### src/rtl/dma_desc_scheduler.sv
// dma_desc_scheduler
//   Shares one DMA engine among NUM_CH requesters. Each requester offers a
//   (src, dst, len) descriptor with valid/ready. A round-robin grant picks one
//   descriptor, which is latched and driven onto the engine controls. The
//   scheduler then waits for the engine's completion pulse and returns a
//   one-cycle done to the owning requester.
//
//   Optional feature: define DMA_SCHED_TIMEOUT_EN to abort a RUN that lasts
//   TIMEOUT cycles. The aborted transfer is reported with done_err=1.
//
// Ports
//   clk, rst        clock; synchronous active-high reset
//   req_valid/ready per-channel handshake; ready is one-hot, combinational
//   req_src/dst/len packed descriptors, channel i at [i*W +: W]
//   done_valid/err  one-hot completion pulse; err = timed out
//   dma_start/src/dst/len  engine controls (registered)
//   dma_done        engine completion pulse, honoured only in RUN
//   busy, cur_ch    scheduler occupied / channel owning the engine
module dma_desc_scheduler #(
  parameter int NUM_CH  = 4,
  parameter int ADDR_W  = 32,
  parameter int LEN_W   = 32,
  parameter int TIMEOUT = 1024
) (
  input  logic                       clk,
  input  logic                       rst,
  input  logic [NUM_CH-1:0]          req_valid,
  output logic [NUM_CH-1:0]          req_ready,
  input  logic [NUM_CH*ADDR_W-1:0]   req_src,
  input  logic [NUM_CH*ADDR_W-1:0]   req_dst,
  input  logic [NUM_CH*LEN_W-1:0]    req_len,
  output logic [NUM_CH-1:0]          done_valid,
  output logic [NUM_CH-1:0]          done_err,
  output logic                       dma_start,
  output logic [ADDR_W-1:0]          dma_src,
  output logic [ADDR_W-1:0]          dma_dst,
  output logic [LEN_W-1:0]           dma_len,
  input  logic                       dma_done,
  output logic                       busy,
  output logic [$clog2(NUM_CH)-1:0]  cur_ch
);

  localparam int CH_W = $clog2(NUM_CH);

  typedef enum logic [1:0] {ST_IDLE, ST_RUN, ST_DONE} state_e;

  state_e              state_q, state_d;
  logic [CH_W-1:0]     ptr_q, ptr_d;
  logic [CH_W-1:0]     cur_ch_q, cur_ch_d;
  logic [ADDR_W-1:0]   src_q, src_d;
  logic [ADDR_W-1:0]   dst_q, dst_d;
  logic [LEN_W-1:0]    len_q, len_d;

  logic                grant_found_s;
  logic [CH_W-1:0]     grant_idx_s;
  logic [CH_W:0]       sum_s;
  logic [LEN_W-1:0]    grant_len_s;

`ifdef DMA_SCHED_TIMEOUT_EN
  localparam int TW = $clog2(TIMEOUT + 1);
  logic [TW-1:0]       timer_q, timer_d;
  logic                err_q, err_d;
`else
  // TIMEOUT only matters when the timeout feature is built in.
  logic                unused_timeout_s;
  assign unused_timeout_s = ^TIMEOUT;
`endif

  // Round-robin search: first valid channel at ptr, ptr+1, ... mod NUM_CH.
  always_comb begin
    grant_found_s = 1'b0;
    grant_idx_s   = '0;
    sum_s         = '0;
    for (int k = 0; k < NUM_CH; k++) begin
      sum_s = {1'b0, ptr_q} + (CH_W+1)'(k);
      if (sum_s >= (CH_W+1)'(NUM_CH)) begin
        sum_s = sum_s - (CH_W+1)'(NUM_CH);
      end else begin
        sum_s = sum_s;
      end
      if (!grant_found_s && req_valid[sum_s[CH_W-1:0]]) begin
        grant_found_s = 1'b1;
        grant_idx_s   = sum_s[CH_W-1:0];
      end else begin
        grant_found_s = grant_found_s;
      end
    end
  end

  assign grant_len_s = req_len[int'(grant_idx_s)*LEN_W +: LEN_W];

  // Next-state logic: accept in IDLE, wait for engine in RUN, report in DONE.
  always_comb begin
    state_d  = state_q;
    ptr_d    = ptr_q;
    cur_ch_d = cur_ch_q;
    src_d    = src_q;
    dst_d    = dst_q;
    len_d    = len_q;
`ifdef DMA_SCHED_TIMEOUT_EN
    timer_d  = timer_q;
    err_d    = err_q;
`endif
    case (state_q)
      ST_IDLE: begin
        if (grant_found_s) begin
          cur_ch_d = grant_idx_s;
          src_d    = req_src[int'(grant_idx_s)*ADDR_W +: ADDR_W];
          dst_d    = req_dst[int'(grant_idx_s)*ADDR_W +: ADDR_W];
          len_d    = grant_len_s;
          // A zero-length descriptor completes without touching the engine.
          state_d  = (grant_len_s != '0) ? ST_RUN : ST_DONE;
`ifdef DMA_SCHED_TIMEOUT_EN
          timer_d  = '0;
          err_d    = 1'b0;
`endif
        end else begin
          state_d = ST_IDLE;
        end
      end
      ST_RUN: begin
        // Completion beats expiry when both land in the same cycle.
        if (dma_done) begin
          state_d = ST_DONE;
`ifdef DMA_SCHED_TIMEOUT_EN
        end else if (timer_q == TW'(TIMEOUT - 1)) begin
          state_d = ST_DONE;
          err_d   = 1'b1;
        end else begin
          timer_d = timer_q + TW'(1);
`else
        end else begin
          state_d = ST_RUN;
`endif
        end
      end
      ST_DONE: begin
        if (cur_ch_q == CH_W'(NUM_CH - 1)) begin
          ptr_d = '0;
        end else begin
          ptr_d = cur_ch_q + CH_W'(1);
        end
        state_d = ST_IDLE;
      end
      default: begin
        state_d = ST_IDLE;
      end
    endcase
  end

  // State and datapath registers with synchronous reset.
  always_ff @(posedge clk) begin
    if (rst) begin
      state_q  <= ST_IDLE;
      ptr_q    <= '0;
      cur_ch_q <= '0;
      src_q    <= '0;
      dst_q    <= '0;
      len_q    <= '0;
`ifdef DMA_SCHED_TIMEOUT_EN
      timer_q  <= '0;
      err_q    <= 1'b0;
`endif
    end else begin
      state_q  <= state_d;
      ptr_q    <= ptr_d;
      cur_ch_q <= cur_ch_d;
      src_q    <= src_d;
      dst_q    <= dst_d;
      len_q    <= len_d;
`ifdef DMA_SCHED_TIMEOUT_EN
      timer_q  <= timer_d;
      err_q    <= err_d;
`endif
    end
  end

  // Accept strobe to the granted requester; masked while reset is applied.
  always_comb begin
    req_ready = '0;
    if (state_q == ST_IDLE && grant_found_s && !rst) begin
      req_ready[grant_idx_s] = 1'b1;
    end else begin
      req_ready = '0;
    end
  end

  // Completion pulse to the owning requester.
  always_comb begin
    done_valid = '0;
    done_err   = '0;
    if (state_q == ST_DONE) begin
      done_valid[cur_ch_q] = 1'b1;
`ifdef DMA_SCHED_TIMEOUT_EN
      done_err[cur_ch_q]   = err_q;
`endif
    end else begin
      done_valid = '0;
    end
  end

  assign dma_start = (state_q == ST_RUN);
  assign busy      = (state_q != ST_IDLE);
  assign dma_src   = src_q;
  assign dma_dst   = dst_q;
  assign dma_len   = len_q;
  assign cur_ch    = cur_ch_q;

endmodule
### config.mk
export PLATFORM = sky130hd
export DESIGN_NAME = dma_desc_scheduler
export DESIGN_NICKNAME = d
export VERILOG_FILES = /design/src/rtl/dma_desc_scheduler.sv
export SDC_FILE = /design/constraint.sdc
export NUM_CORES = 1
export LEC_CHECK = 0
export ABC_AREA = 1
export BUFFER_PORTS_ARGS = -buffer_cell sky130_fd_sc_hd__buf_2
export CORE_AREA = 10 10 189 191
export CTS_CLUSTER_DIAMETER = 80
export DETAILED_ROUTE_END_ITERATION = 10
export DIE_AREA = 0 0 199 201
export PLACE_DENSITY = 0.59
export SETUP_SLACK_MARGIN = 0.1
export SLEW_MARGIN = 20
export SYNTH_ARGS = -nofsm -noshare
export SYNTH_HDL_FRONTEND = slang
export SYNTH_SLANG_ARGS = --single-unit
### constraint.sdc
create_clock -name clk -period 5.25 [get_ports clk]
set_input_delay 0.2625 -clock clk [delete_from_list [all_inputs] [get_ports clk]]
set_output_delay 0.2625 -clock clk [all_outputs]
set_load 0.005 [all_outputs]
# == After elaboration in Yosys (flattened, before gate mapping) ==
# Cells that the tools add are included.
# word_totals
ff_bits,102
inputBits,391
output_inout_bits,112
elab_cells,78
# op_classes
n_addsub,8
order_cmp,12
eq_ne,3
shifts,3
muxes,31
reduce_logical,15
# ops
cell,n
$shiftx 128x8->32,3
$reduce_bool 32->1,1
$mux 2,12
$lt 2x3->1 const B,6
$mux 1,10
$ge 3x3->1 const B,3
$bmux 1 s2,4
$mux 4,2
$sub 2x1->2 const B,4
$logic_and 1x1->1,7
$add 2x2->3 const B,2
$demux 1 s2,2
$eq 2x2->1 const B,2
$ge 2x1->1 const B,2
$logic_not 1->1,4
$pmux 2 s2,1
$add 2x1->3 const B,1
$ge 2x3->1 const B,1
$add 2x1->2 const B,1
$eq 2x1->1 const B,1
$logic_not 2->1,1
$reduce_and 2->1,1
$reduce_bool 2->1,1

# == Logic depth before layout (Yosys ltp) ==
# depth
depth_word,19
depth_mapped,23
mapped_depth_nobuf,21

# == Worst setup path after synthesis ==
# No wires, ideal clock.
# synth_path
path_kind,register -> output
start,register ptr_q[0]
end,output req_ready[1]
arrival_ns,2.094
required_time_ns,4.988
setup_slack_ns,2.893
path_stages_with_launch,17
n_path_buf,5
path_cell_list,dfxtp_1 buf_6 inv_6 nand2_1 nand2_1 nand2_1 nand2_1 nor2_4 nand3_2 buf_4 nand2_1 buf_4 inv_2 buf_2 buf_2 nand2_1 nor3_1
# synth_between
elab_chain_len,19
elab_cells_between_ends,45
cone_classes,7 x add/sub; 6 x order compare; 23 x mux; 9 x reduce/logical
# synth_lines
element,line,text
"start, declared",48,"logic [CH_W-1:0] ptr_q, ptr_d;"
"start signal, assigned",166,ptr_q <= ptr_d;
"parallel branches: the longest is 18 deep, another holds $add 2x1->3",n/a,
$mux 4 *,181,if (state_q == ST_IDLE && grant_found_s && !rst) begin
"end, declared",28,"output logic [NUM_CH-1:0] req_ready,"
# Mark *: on every way between the ends. The select of a mux whose other input is x is not followed.

# == Final worst setup path ==
# layout_path
start,register ptr_q[0]
end,"register dst_q[16], in the netlist dma_dst[16]"
# layout_between
elab_chain_len,15
elab_cells_between_ends,39
cone_classes,7 x add/sub; 4 x order compare; 1 x shift; 20 x mux; 7 x reduce/logical
# layout_lines
element,line,text
"parallel branches: the longest is 15 deep, another holds $add 2x1->3",n/a,
"end signal, assigned",169,dst_q <= dst_d;
"end, declared",51,"logic [ADDR_W-1:0] dst_q, dst_d;"
# Parallel ways; which one is timed is not known. The select of a mux whose other input is x is not followed.
# A chain may end at the register's enable or synchronous reset.

==> parameters.txt <==
Parameter                              Value

Setup path
  Library cell contributing the largest single delay on the critical path ... sky130_fd_sc_hd__nor2_4
  Count of buffer and inverter cells on the critical path ... 4
  Max stage delay on crit path ... a little under 800 ps
  Cell-by-cell listing of the critical path ... inv_6 -> nand2_1 -> nand2_1 -> nand2_1 -> nand2_1 -> nand2_2 -> nand3_4 -> nand3_4 -> inv_2 -> nor2_4 -> buf_4 -> a22oi_1 -> nand3_1 -> o211ai_1 -> inv_1
  Critical Setup Path Class ... register to register
  Cell class contributing the biggest share of worst-path delay ... simple AND/OR/NAND/NOR gates
  Required time of the critical path ... 5560 ps
  Cell occurring most often along the worst timing path ... sky130_fd_sc_hd__nand2_1
  Top fanout value on the critical path ... 40
  Worst Path Arrival ... 4150 ps
  Crit path launch type ... register
  Endpoint kind of the worst setup timing path ... register

Power
  Net switching power ... between 0.001 and 0.0015 W
  Pwr Density ... 324 nW/um^2
  Static leakage power ... 5.95 nW
  Clock share of power ... 0.272
  Power share of the combinational group ... 0.421
  Switching Fraction ... 0.389
  Peak supply drop ... between 0.0001 and 0.00015 V
  Design internal power ... about 0.002 W
  Share of power burned in registers ... 0.307

Timing
  Setup_tns ... 0 ps
  Measured slew at the worst slew-check pin ... about 870 ps
  Normalized max-slew margin ... 0.420
  Period utilization ... 0.732
  Shortest period the worst path allows ... just under 4000 ps
  Final number of setup-violating endpoints ... 0
  Max Clock Freq ... 260 MHz
  Final Max Tran Viols ... 0
  Hold violation count in the final report ... 0
  Setup repair after global routing missed its margin ... false
  Post-route clock skew ... 10.9 ps
  Setup WS post-layout ... approximately 1400 ps

Clocking
  Post-CTS Hold Buffers ... 0
  Cell at the root of the clock tree ... sky130_fd_sc_hd__clkbuf_16
  Number of buffers on the longest clock path ... 2
  CTS tree ... done
  Register clock-pin slew on the reported worst setup and hold paths ... 80 ps
  Number of buffers inserted by post-CTS setup repair ... 0
  Total of cells resized after clock tree synthesis ... 0
  H-tree depth ... 3
  Clock insertion delay at the later pin of the skew report ... around 360 ps
  Sinks on Clock Net ... 102
  CTS Buf Count ... 9

Synthesis
  Top cells by area in the synthesized netlist ... sky130_fd_sc_hd__dfxtp_1 29%, sky130_fd_sc_hd__nand2_1 25%, sky130_fd_sc_hd__inv_1 6.1%, sky130_fd_sc_hd__a22oi_1 5.4%, sky130_fd_sc_hd__nor2_1 5.0%
  Mapped Avg Cell Area ... 6.03 sq um
  Count of cell types in the netlist ... 30
  Biggest area consumer among synthesized cells ... sky130_fd_sc_hd__dfxtp_1
  Cell area after synthesis ... ~7000 sq um
  Number of synthesized register bits ... between 100 and 150
  Cells after synthesis ... 1159
  Portion of synthesized cell area occupied by the leading cell type ... 0.292
  Share of synthesized area occupied by flip-flops and latches ... 0.292
  Yosys warns ... 0

Job
  Max-cap violations ... 0

Global routing
  Initial antenna violation count ... 15
  Global Route Usage Sum ... 0.181
  Maximum number of pins on one net before global-route repair ... 68
  Vias in the first global route ... 9594
  First-pass GRT wire length ... approximately 56000 um
  Global route overflow ... 0

Route
  Per-cell routed wire length ... about 19 um
  First-pass DRT Iterations ... 7
  Number of vias per cell ... roughly 4.6
  Total DRC errors in the routed layout ... 0
  Initial DRC count ... roughly 650
  Antenna-violating nets left ... 0
  Final wirelength ... 38300 um
  Via count ... between 9000 and 10000

Die
  Effective utilization at floorplan ... 0.218
  Core Rows ... between 60 and 70
  Horizontal extent of the die ... 199 um
  Placeable Area ... 32000 sq um
  Die outline area ... ~40000 sq um
  Boundary pin count ... approximately 500
  Die span in y ... 201 um

Placed design
  Worst Setup Slack post-DPL ... about 1400 ps
  Number of buffers added on ports ... about 500
  Routability congestion estimate ... approximately 0.94
  Post-DP HPWL ... roughly 30000 um

Final layout
  Nets ... 1995
  Ratio of cells with drive above 1 in the final layout ... 0.341
  Layout fillers ... ~3600
  Area grow syn2layout ... 45.2%

Hold path
  Worst min-delay path class ... input port to register

Status
  Status ... finished clean
-- logic make-up after synthesis --
family,after synthesis,share of synthesized area
simple gates,641,0.375
buf+inv,206,0.126
compound gates,205,0.199
flops,102,0.292
fa+ha+maj,4,0.00716
other cells,1,0.000537
-- worst reg2reg max path, cell delays in order, from the launching register on --
cell,delay [ps]
sky130_fd_sc_hd__dfxtp_1,630
sky130_fd_sc_hd__inv_6,100
sky130_fd_sc_hd__nand2_1,90
sky130_fd_sc_hd__nand2_1,90
sky130_fd_sc_hd__nand2_1,70
sky130_fd_sc_hd__nand2_1,70
sky130_fd_sc_hd__nand2_2,100
sky130_fd_sc_hd__nand3_4,290
sky130_fd_sc_hd__nand3_4,430
sky130_fd_sc_hd__inv_2,360
sky130_fd_sc_hd__nor2_4,800
sky130_fd_sc_hd__buf_4,370
sky130_fd_sc_hd__a22oi_1,120
sky130_fd_sc_hd__nand3_1,100
sky130_fd_sc_hd__o211ai_1,90
sky130_fd_sc_hd__inv_1,80
-- synthesized netlist by cell type (all sizes together) --
cell    number
conb         1
o221ai      15
a211oi       1
a41o        24
nand4       28
a22oi       50
o211ai      25
nand3b       1
dfxtp      102
nand3       49
nand2      463
ha           4
nor3         3
o21ai       60
clkbuf      31
a21oi       30
inv        120
buf         55
nor2        97
-- path summary, 6_finish.rpt --
| check | start | end | slack [ps] | cells after the start |
|---|---|---|---|---|
| min | dma_done | state_q[1]$_SDFF_PP0_ | 210 | 3 |
| max reg2reg | ptr_q[0]$_SDFFE_PP0P_ | dma_dst[16]$_SDFFE_PP0P_ | 1410 | 15 |
| min reg2reg | dma_dst[28]$_SDFFE_PP0P_ | dma_dst[28]$_SDFFE_PP0P_ | 500 | 2 |
| max | ptr_q[0]$_SDFFE_PP0P_ | dma_dst[16]$_SDFFE_PP0P_ | 1410 | 15 |
-- placed cells by master, fill, tap and decap left out, types with 24 or more instances in the layout --
cell type | Yosys | routed
sky130_fd_sc_hd__inv_1 | 113 | 112
sky130_fd_sc_hd__dfxtp_1 | 102 | 102
sky130_fd_sc_hd__o21ai_0 | 58 | 58
sky130_fd_sc_hd__a41o_1 | 24 | 24
sky130_fd_sc_hd__nand4_1 | 28 | 28
sky130_fd_sc_hd__a22oi_1 | 50 | 50
sky130_fd_sc_hd__buf_2 | 36 | 498
sky130_fd_sc_hd__nand2_1 | 460 | 459
sky130_fd_sc_hd__nor2_1 | 93 | 93
sky130_fd_sc_hd__a21oi_1 | 30 | 30
sky130_fd_sc_hd__nand3_1 | 46 | 46
sky130_fd_sc_hd__o211ai_1 | 25 | 25
-- final cells by class --
class	instances	area, sq um	share of cell area
Tap cell	408	510	0.0503
Clock buffer	10	229	0.0226
Antenna cell	14	35.0	0.00346
Timing Repair Buffer	513	2630	0.259
Inverter	120	458	0.0452
Sequential cell	102	2040	0.201
Multi-Input combinational cell	854	4080	0.402
Clock inverter	6	158	0.0155
-- per-stage QoR --
step	hold slack (ps)	std cells	cell area, sq um	util	total power [W]
after floorplan	410	1162	7000	-	0.00183
after global placement	476	1997	9720	0.303	0.00240
after detailed placement	478	1997	9720	0.303	0.00242
after CTS	188	2013	10100	0.315	0.00333
after global routing	229	2023	10100	0.316	0.00354
final	207	2027	10100	0.316	0.00329
-- registers in the layout, indices dropped and copies added (netlist names) --
register / count
state_q: 2
dma_dst: 32
cur_ch: 2
dma_len: 32
ptr_q: 2
dma_src: 32
-- power groups by stage --
stage / Sequential, W / Combinational, W / Clock [W]
floorplan: 0.00102 / 0.000805 / 0
global placement: 0.00102 / 0.00138 / 0
detailed placement: 0.00102 / 0.00140 / 0
CTS: 0.00101 / 0.00140 / 0.000922
global route: 0.00102 / 0.00156 / 0.000951
finish: 0.00101 / 0.00138 / 0.000894
-- per-layer routing --
metal | vias to the layer above | track usage | routed length [um]
li1 | 4669 | - | -
met5 | - | 0 | 0
met1 | 4260 | 0.202 | 14900
met3 | 46 | 0.0521 | 3310
met2 | 429 | 0.307 | 18900
met4 | 0 | 0.0880 | 1180
Note: power is estimated with default switching activity, not from simulation.
